--- config.mk ---
export PLATFORM = sky130hd
export DESIGN_NAME = clk_div_monitor
export DESIGN_NICKNAME = d
export VERILOG_FILES = /design/src/rtl/clk_div_monitor_pkg.sv /design/src/rtl/clk_div_monitor_checker.sv /design/src/rtl/clk_div_monitor.sv
export SDC_FILE = /design/constraint.sdc
export NUM_CORES = 1
export LEC_CHECK = 0
export BUFFER_PORTS_ARGS = -buffer_cell sky130_fd_sc_hd__buf_4
export CAP_MARGIN = 30
export CORE_MARGIN = 1.5
export CORE_UTILIZATION = 30
export CTS_BUF_LIST = sky130_fd_sc_hd__clkbuf_16
export CTS_CLUSTER_DIAMETER = 200
export DETAILED_ROUTE_END_ITERATION = 12
export GPL_ROUTABILITY_DRIVEN = 0
export GPL_TIMING_DRIVEN = 0
export PLACE_DENSITY = 0.46
export SETUP_SLACK_MARGIN = 0.15
export SLEW_MARGIN = 20
export SYNTH_ARGS = -nofsm -noshare
export SYNTH_HDL_FRONTEND = slang
export SYNTH_SLANG_ARGS = --single-unit
--- constraint.sdc ---
create_clock -name clk_32f -period 2.2 [get_ports clk_32f]
set_clock_uncertainty 0.05 [all_clocks]
set_input_delay 0.33 -clock clk_32f [delete_from_list [all_inputs] [get_ports clk_32f]]
set_output_delay 0.33 -clock clk_32f [all_outputs]
set_load 0.01 [all_outputs]
--- src/rtl/clk_div_monitor_pkg.sv ---
// Shared state encoding and default divisor/lock constants for the PHY clock monitor.
package clk_div_monitor_pkg;

  typedef enum logic [1:0] {
    ST_IDLE = 2'd0,
    ST_ACQ  = 2'd1,
    ST_LOCK = 2'd2
  } mon_state_e;

  localparam int DF_1_DEFAULT     = 32;
  localparam int DF_2_DEFAULT     = 16;
  localparam int DF_4_DEFAULT     = 8;
  localparam int LOCK_CNT_DEFAULT = 4;
  localparam int CW_DEFAULT       = 8;

endpackage

--- src/rtl/clk_div_monitor_checker.sv ---
// div_period_checker: samples one divided clock on clk_32f, tracks period lock and a sticky error.
// DUTY_CHECK_EN defined: the high time is also verified at every falling edge.
module div_period_checker
  import clk_div_monitor_pkg::*;
#(
  parameter int EXP      = DF_4_DEFAULT,
  parameter int LOCK_CNT = LOCK_CNT_DEFAULT,
  parameter int CW       = CW_DEFAULT
) (
  input  logic clk_32f,
  input  logic reset_L,
  input  logic clk_in,
  input  logic err_clr,
  output logic locked,
  output logic err
);

  localparam int            GW        = (LOCK_CNT > 1) ? $clog2(LOCK_CNT) : 1;
  localparam logic [CW-1:0] CNT_GOOD  = CW'(EXP - 1);
  localparam logic [CW-1:0] CNT_TMO   = CW'(2 * EXP - 1);
  localparam logic [GW-1:0] GOOD_LAST = GW'(LOCK_CNT - 1);

  logic          r_s0;
  logic          r_s1;
  logic [CW-1:0] r_cnt;
  logic [GW-1:0] r_good;
  logic [GW-1:0] w_good_nxt;
  mon_state_e    r_state;
  mon_state_e    w_state_nxt;
  logic          r_locked;
  logic          r_err;
  logic          w_rise;
  logic          w_good_per;
  logic          w_bad_per;
  logic          w_tmo;
  logic          w_bad_duty;
  logic          w_err_set;

  assign w_rise     = r_s0 & ~r_s1;
  assign w_good_per = w_rise & (r_cnt == CNT_GOOD);
  assign w_bad_per  = w_rise & (r_cnt != CNT_GOOD);
  assign w_tmo      = ~w_rise & (r_cnt == CNT_TMO);

  always_ff @(posedge clk_32f or negedge reset_L) begin
    if (!reset_L) begin
      r_s0  <= 1'b0;
      r_s1  <= 1'b0;
      r_cnt <= '0;
    end else begin
      r_s0 <= clk_in;
      r_s1 <= r_s0;
      if (w_rise) begin
        r_cnt <= '0;
      end else if (r_cnt != '1) begin
        r_cnt <= r_cnt + 1'b1;
      end
    end
  end

`ifdef DUTY_CHECK_EN
  localparam logic [CW-1:0] HI_GOOD = CW'(EXP / 2 - 1);
  logic [CW-1:0] r_hi;
  logic          w_fall;

  assign w_fall = ~r_s0 & r_s1;

  always_ff @(posedge clk_32f or negedge reset_L) begin
    if (!reset_L) begin
      r_hi <= '0;
    end else if (w_rise) begin
      r_hi <= '0;
    end else if (r_hi != '1) begin
      r_hi <= r_hi + 1'b1;
    end
  end

  assign w_bad_duty = w_fall & (r_hi != HI_GOOD);
`else
  assign w_bad_duty = 1'b0;
`endif

  // Timeout and rise are exclusive; a fall never coincides with a rise either.
  always_comb begin
    w_state_nxt = r_state;
    w_good_nxt  = r_good;
    w_err_set   = 1'b0;
    case (r_state)
      ST_IDLE: begin
        if (w_rise) begin
          w_state_nxt = ST_ACQ;
          w_good_nxt  = '0;
        end
      end
      ST_ACQ: begin
        if (w_tmo) begin
          w_state_nxt = ST_IDLE;
        end else if (w_bad_per || w_bad_duty) begin
          w_good_nxt = '0;
        end else if (w_good_per) begin
          if (r_good == GOOD_LAST) begin
            w_state_nxt = ST_LOCK;
          end else begin
            w_good_nxt = r_good + 1'b1;
          end
        end
      end
      ST_LOCK: begin
        if (w_tmo) begin
          w_state_nxt = ST_IDLE;
          w_err_set   = 1'b1;
        end else if (w_bad_per || w_bad_duty) begin
          w_state_nxt = ST_ACQ;
          w_good_nxt  = '0;
          w_err_set   = 1'b1;
        end
      end
      default: begin
        w_state_nxt = ST_IDLE;
      end
    endcase
  end

  always_ff @(posedge clk_32f or negedge reset_L) begin
    if (!reset_L) begin
      r_state  <= ST_IDLE;
      r_good   <= '0;
      r_locked <= 1'b0;
      r_err    <= 1'b0;
    end else begin
      r_state  <= w_state_nxt;
      r_good   <= w_good_nxt;
      r_locked <= (r_state == ST_LOCK);
      if (w_err_set) begin
        r_err <= 1'b1;
      end else if (err_clr) begin
        r_err <= 1'b0;
      end
    end
  end

  assign locked = r_locked;
  assign err    = r_err;

endmodule

--- src/rtl/clk_div_monitor.sv ---
// Checks clk_f/clk_2f/clk_4f against clk_32f; per-clock lock and sticky error, registered all_locked.
// DUTY_CHECK_EN defined: each checker also verifies the high time of its clock.
module clk_div_monitor
  import clk_div_monitor_pkg::*;
#(
  parameter int DF_1     = DF_1_DEFAULT,
  parameter int DF_2     = DF_2_DEFAULT,
  parameter int DF_4     = DF_4_DEFAULT,
  parameter int LOCK_CNT = LOCK_CNT_DEFAULT,
  parameter int CW       = CW_DEFAULT
) (
  input  logic clk_32f,
  input  logic reset_L,
  input  logic clk_f,
  input  logic clk_2f,
  input  logic clk_4f,
  input  logic err_clr,
  output logic locked_f,
  output logic locked_2f,
  output logic locked_4f,
  output logic all_locked,
  output logic err_f,
  output logic err_2f,
  output logic err_4f
);

  logic r_all_locked;

  div_period_checker #(.EXP(DF_1), .LOCK_CNT(LOCK_CNT), .CW(CW)) u_chk_f (
    .clk_32f (clk_32f),
    .reset_L (reset_L),
    .clk_in  (clk_f),
    .err_clr (err_clr),
    .locked  (locked_f),
    .err     (err_f)
  );

  div_period_checker #(.EXP(DF_2), .LOCK_CNT(LOCK_CNT), .CW(CW)) u_chk_2f (
    .clk_32f (clk_32f),
    .reset_L (reset_L),
    .clk_in  (clk_2f),
    .err_clr (err_clr),
    .locked  (locked_2f),
    .err     (err_2f)
  );

  div_period_checker #(.EXP(DF_4), .LOCK_CNT(LOCK_CNT), .CW(CW)) u_chk_4f (
    .clk_32f (clk_32f),
    .reset_L (reset_L),
    .clk_in  (clk_4f),
    .err_clr (err_clr),
    .locked  (locked_4f),
    .err     (err_4f)
  );

  always_ff @(posedge clk_32f or negedge reset_L) begin
    if (!reset_L) begin
      r_all_locked <= 1'b0;
    end else begin
      r_all_locked <= locked_f & locked_2f & locked_4f;
    end
  end

  assign all_locked = r_all_locked;

endmodule

==> results.cfg, run 1 <==
[layout]
fin_cells = 354
design_area_sq_um = 2780
synthToLayoutAreaGrowth_pct = 16.1
drive_gt1_share_pct = 12.7
antenna_cells = 0
finish.utilization_pct = 35.9
fin_nets = 263

[synth]
synth_area_leaders = dfrtp_1 51%, a21oi_1 3.1%, ha_1 3.1%
synth_top_area_share_pct = 51.3
ys_warn_count = 0
synthesis.nets = 244
ys_ff_latch = 49
yosysSeqAreaShare_pct = 51.3
synth_edf_count = 0
postSynth.asyncResetShare_pct = 100
synthCells = 232
syn_area_per_cell_sq_um = 10.3
ys_types = 51
synth_top_cell_by_area = dfrtp_1
synth_ff_type = dfrtp_1
syn_area_sq_um = 2390

[run_status]
status = completed

[worst_setup_path]
critPathMaxStageDelay_ns = 0.41
required_ns = 2.33
endpoint_kind = register
crit_end = u_chk_4f.r_good[0]
critical_path.slowest_cell = dfrtp_1
crit_buf_inv = 1
crit_fanout = 7
worst-path-stages = 6
regToRegEndpoint = u_chk_4f.r_good[0]
r2r_slack_ns = 0.38
crit_chain = ha_1 > and2_1 > clkbuf_1 > nand3b_1 > and4bb_2 > mux2_2
timing.rr.start = u_chk_4f.r_cnt[0]
worstSetupPathType = reg -> reg
reg2reg_depth = 6
arrival_ns = 1.95
crit_start = u_chk_4f.r_cnt[0]
cp_top_family = simple AND/OR/NAND/NOR gates
start_kind = register

[drt]
drc = 0
wl_per_cell_um = 13.6
viasPerCell = 5.08
dr.pass1.iters = 4
drtIter0Drc = 76
vias = 1798
postRouteAntennaNets = 0
drt_wl_total_um = 4830

[floorplan]
dieArea_sq_um = 8510
chipWidth_um = 92.3
start_util_pct = 30.9
rows = 32
ios = 13
coreArea_sq_um = 7730
die_h_um = 92.3

[power]
p_per_area_nw_per_um2 = 802
power_leakage_nw = 1.23
ir_drop_mv = 0.365
power.total_mw = 2.23

[sta]
setup_viol = 0
slew-limit-headroom_pct = 58.7
hold_viol = 0
fin_crit_ns = 1.82
rsz0062_at_grt = false
fin_hold_ws_ns = 0.0148
fin_ws_ns = 0.380
tns_ns = 0
max_slew.worst_pin.slew_ns = 0.620
max_freq_mhz = 550
period_share_pct = 82.7
finalMaxSlewViolations = 0

[clock_tree]
clock_latency_ns = 0.28
holdBufCountCts = 0
numCtsBuffers = 5
ctsResizeCount = 0
cts_sinks = 49
cts_buffer_depth = 2
cts.clk_slew.worst_paths_ns = 0.07
htreeDepth = 2
root_buffer = clkbuf_16
cts_tree = built
post_cts_buffers = 0

[grt]
grt_max_degree = 50
grt.total_usage_pct = 12.7
grt_pass1_vias = 1733
antenna_found_initial = 0
grt-ovfl-total = 0
grt_first_pass_wirelength_um = 8550

[place]
place_ws_ns = 0.373
portBuffers = 12
dp_cells = 346
hpwl_um = 3260
placed_cell_area_sq_um = 2610

[hold_path]
hold_path.class = in -> async

[run]
drv_cap = 0
==> synthesized netlist by cell type (all sizes together), types with 3 or more instances <==
| library cell | n |
|---|---|
| dfrtp | 49 |
| a21oi | 15 |
| nand2 | 14 |
| nor2 | 13 |
| o21ai | 13 |
| a31oi | 11 |
| inv | 8 |
| nand3 | 8 |
| and3 | 7 |
| clkbuf | 7 |
| nand2b | 7 |
| ha | 6 |
| nor3 | 6 |
| a311oi | 5 |
| mux2i | 4 |
| nor2b | 4 |
| a21boi | 3 |
| and2 | 3 |
| and4bb | 3 |
| nand3b | 3 |
| nand4 | 3 |
| nor3b | 3 |
| o22ai | 3 |
| o32ai | 3 |
| xnor2 | 3 |
==> routing by layer <==
layer / wire length (um) / vias up / GRT usage, %
met1: 2540 / 882 / 18.2
met3: 91 / 2 / 2.57
met4: 30 / 0 / 3.08
met5: 0 / - / 0
li1: - / 906 / -
met2: 2160 / 8 / 19.6
==> layout by cell type, fill, tap and decap left out, types with 6 or more instances in the layout <==
cell type,count
a31oi_1,11
o21ai_0,12
inv_1,8
nor3_1,6
clkbuf_1,7
and3_1,6
nand2b_1,7
dfrtp_1,49
ha_1,6
nand2_1,14
buf_4,12
a21oi_1,15
nor2_1,13
nand3_1,8
==> final cells by class <==
| type | count | area [sq um] |
|---|---|---|
| fillers | 778 | 4950 |
| flip-flops and latches | 49 | 1230 |
| multi-input cells | 166 | 1100 |
| well taps | 102 | 128 |
| clock buffers | 5 | 125 |
| repair buffers | 12 | 90.1 |
| clock inverters | 3 | 41.3 |
| plain buffers | 9 | 36.3 |
| inverters | 8 | 30.0 |
==> logic make-up (layout without fill, tap and decap cells) <==
family	count (synthesis)	in the layout	synth area share [%]
AO/OA/AOI/OAI	67	67	18.5
XOR/XNOR	5	5	1.83
flip-flops	49	49	51.3
adder cells (fa/ha/maj)	6	6	3.14
AND/OR/NAND/NOR	83	83	20.3
multiplexers	5	5	2.15
buffers and inverters	17	37	2.77
==> registers in the layout, indices dropped and copies added (netlist names), 2 cells and up <==
signal            flops
u_chk_2f.r_cnt        8
u_chk_4f.r_cnt        8
u_chk_f.r_cnt         8
u_chk_2f.r_good       2
u_chk_2f.r_state      2
u_chk_4f.r_good       2
u_chk_4f.r_state      2
u_chk_f.r_good        2
u_chk_f.r_state       2
==> worst min path at each step <==
stage,start,end,slack [ns],cells past startpoint
after floorplan,reset_L,all_locked,-0.02,0
after CTS,reset_L,u_chk_f.err,0.05,1
after global placement,u_chk_2f.r_s0,u_chk_2f.r_s1,0.33,0
after detailed placement,u_chk_2f.r_s0,u_chk_2f.r_s1,0.34,0
final,reset_L,u_chk_f.err,0.01,1
after global routing,reset_L,u_chk_f.err,0.08,1
==> power by group <==
part           leakage (nW)  internal, mW  switching [mW]
Combinational         0.508         0.118           0.159
Sequential            0.639         0.991          0.0918
Clock                0.0775         0.533           0.335
Total                  1.23          1.64           0.585
Power figures use the tool's default switching activity.
==> run 2, diff against run 1 <==
Clock period 2.2 ns to 1.69 ns, I/O delays scaled along.
==> run 2 against run 1 <==
Sequential power up 32%. Die area did not move. Power rose by 39%. Via count rose by 4.2%. Clock power increased by 30%. Critical path type unchanged. Critical endpoint unchanged.
==> results.cfg, run 2 (synthesized netlist as in run 1, its figures left out) <==
[grt]
antenna_found_initial = 0
grt-ovfl-total = 0
grt_first_pass_wirelength_um = 8490
grt_pass1_vias = 1790
grt_max_degree = 50
grt.total_usage_pct = 12.6

[place]
placed_cell_area_sq_um = 2630
place_ws_ns = -0.000222
hpwl_um = 3080
portBuffers = 12
dp_cells = 346

[drt]
viasPerCell = 5.06
wl_per_cell_um = 13.2
vias = 1874
postRouteAntennaNets = 0
dr.pass1.iters = 4
drt_wl_total_um = 4890
drc = 0
drtIter0Drc = 81

[clock_tree]
numCtsBuffers = 5
clock_latency_ns = 0.29
cts_buffer_depth = 2
root_buffer = clkbuf_16
cts_tree = built
htreeDepth = 2
cts.clk_slew.worst_paths_ns = 0.07
cts_sinks = 49

[layout]
final_cell_mix = 49 x dfrtp_1, 27 x buf_4, 15 x a21oi_1, 14 x nand2_1, 13 x nor2_1
mostFrequentLayoutCell = dfrtp_1
synthToLayoutAreaGrowth_pct = 26.2
drive_gt1_share_pct = 25.4
fin_nets = 279
reg.largest.list = u_chk_2f.r_cnt x8, u_chk_4f.r_cnt x8, u_chk_f.r_cnt x8
finish.utilization_pct = 39.0
fin_cells = 370
antenna_cells = 0
design_area_sq_um = 3020

[sta]
setup_viol = 0
fin_crit_ns = 1.63
fin_ws_ns = 0.0552
finalMaxSlewViolations = 0
max_slew.worst_pin.slew_ns = 0.630
slew-limit-headroom_pct = 58.0
fin_hold_ws_ns = 0.0144
max_freq_mhz = 612
hold_viol = 0
rsz0062_at_grt = true
period_share_pct = 96.7
tns_ns = 0

[run_status]
status = completed

[power]
power.total_mw = 3.09
swShare_pct = 26.6
power_frac_seq_pct = 46.1
p_clk_share_pct = 36.7
ir_drop_mv = 0.470
p_sw_mw = 0.823
power_leakage_nw = 1.35
p_per_area_nw_per_um2 = 1030
power_frac_comb_pct = 17.2
p_int_mw = 2.27

[worst_setup_path]
start_kind = register
endpoint_kind = register
required_ns = 1.82
arrival_ns = 1.76
crit_fanout = 3
worstSetupPathType = reg -> reg

[floorplan]
coreArea_sq_um = 7730
rows = 32
die_h_um = 92.3
ios = 13
chipWidth_um = 92.3
dieArea_sq_um = 8510
start_util_pct = 30.9

[run]
drv_cap = 0

[hold_path]
hold_path.class = in -> reg
[run 2: cell types whose count changed in the layout (fill, tap and decap cells not counted), moves of 2 or more]
cell      previous run  this run
clkbuf_4             0         2
clkbuf_1             7         1
and2_4               0         2
ha_4                 0         2
and2_1               3         1
clkbuf_2             0         2
buf_4               12        27
ha_1                 6         3
[run 2: cell type report]
class	count	area (sq um)
Timing Repair Buffer	28	216
Fill cell	750	4710
Multi-Input combinational cell	166	1190
Tap cell	102	128
Inverter	8	30.0
Buffer	9	61.3
Clock inverter	3	42.5
Clock buffer	5	125
Sequential cell	49	1230
[run 2: power groups by stage]
stage | logic, mW | registers, mW | clock network [mW]
floorplan | 0.284 | 1.42 | 0
global placement | 0.373 | 1.45 | 0
detailed placement | 0.376 | 1.45 | 0
CTS | 0.481 | 1.42 | 1.18
global route | 0.609 | 1.45 | 1.22
finish | 0.531 | 1.43 | 1.13
[run 2: path summary, 6_finish.rpt]
check                                       start             endpoint  slack (ns)  depth (start not counted)
min in group asynchronous                 reset_L   u_chk_4f.r_good[1]        0.47                          2
worst min-delay path                        clk_f         u_chk_f.r_s0        0.01                          1
worst max-delay path            u_chk_4f.r_cnt[0]   u_chk_4f.r_good[0]        0.06                          6
worst max register to register  u_chk_4f.r_cnt[0]   u_chk_4f.r_good[0]        0.06                          6
max in group asynchronous                 reset_L  u_chk_2f.r_state[1]        0.70                          2
worst min register to register      u_chk_2f.r_s0        u_chk_2f.r_s1        0.35                          0
[run 2: what timing repair did]
action	CTS	global route
buffers inserted	11	4
hold buffers	1	0
gates resized for setup	10	25
endpoints found under the hold margin	49	0
pin swaps	4	7
cloned	0	0
endpoints found under the setup margin	13	22
[run 2: metal layers]
metal / vias to the layer above / global-route usage (%) / wire length (um)
li1: 940 / - / -
met4: 0 / 5.51 / 90
met5: - / 0 / 0
met1: 904 / 17.0 / 2460
met2: 23 / 19.3 / 2190
met3: 7 / 2.74 / 150
[run 2: critical path: stages, from the launching register on]
cell and delay, ns:
dfrtp_1 0.39, ha_2 0.19, and2_4 0.14, buf_8 0.11, nand3b_1 0.12, and4bb_2 0.27, mux2_4 0.27
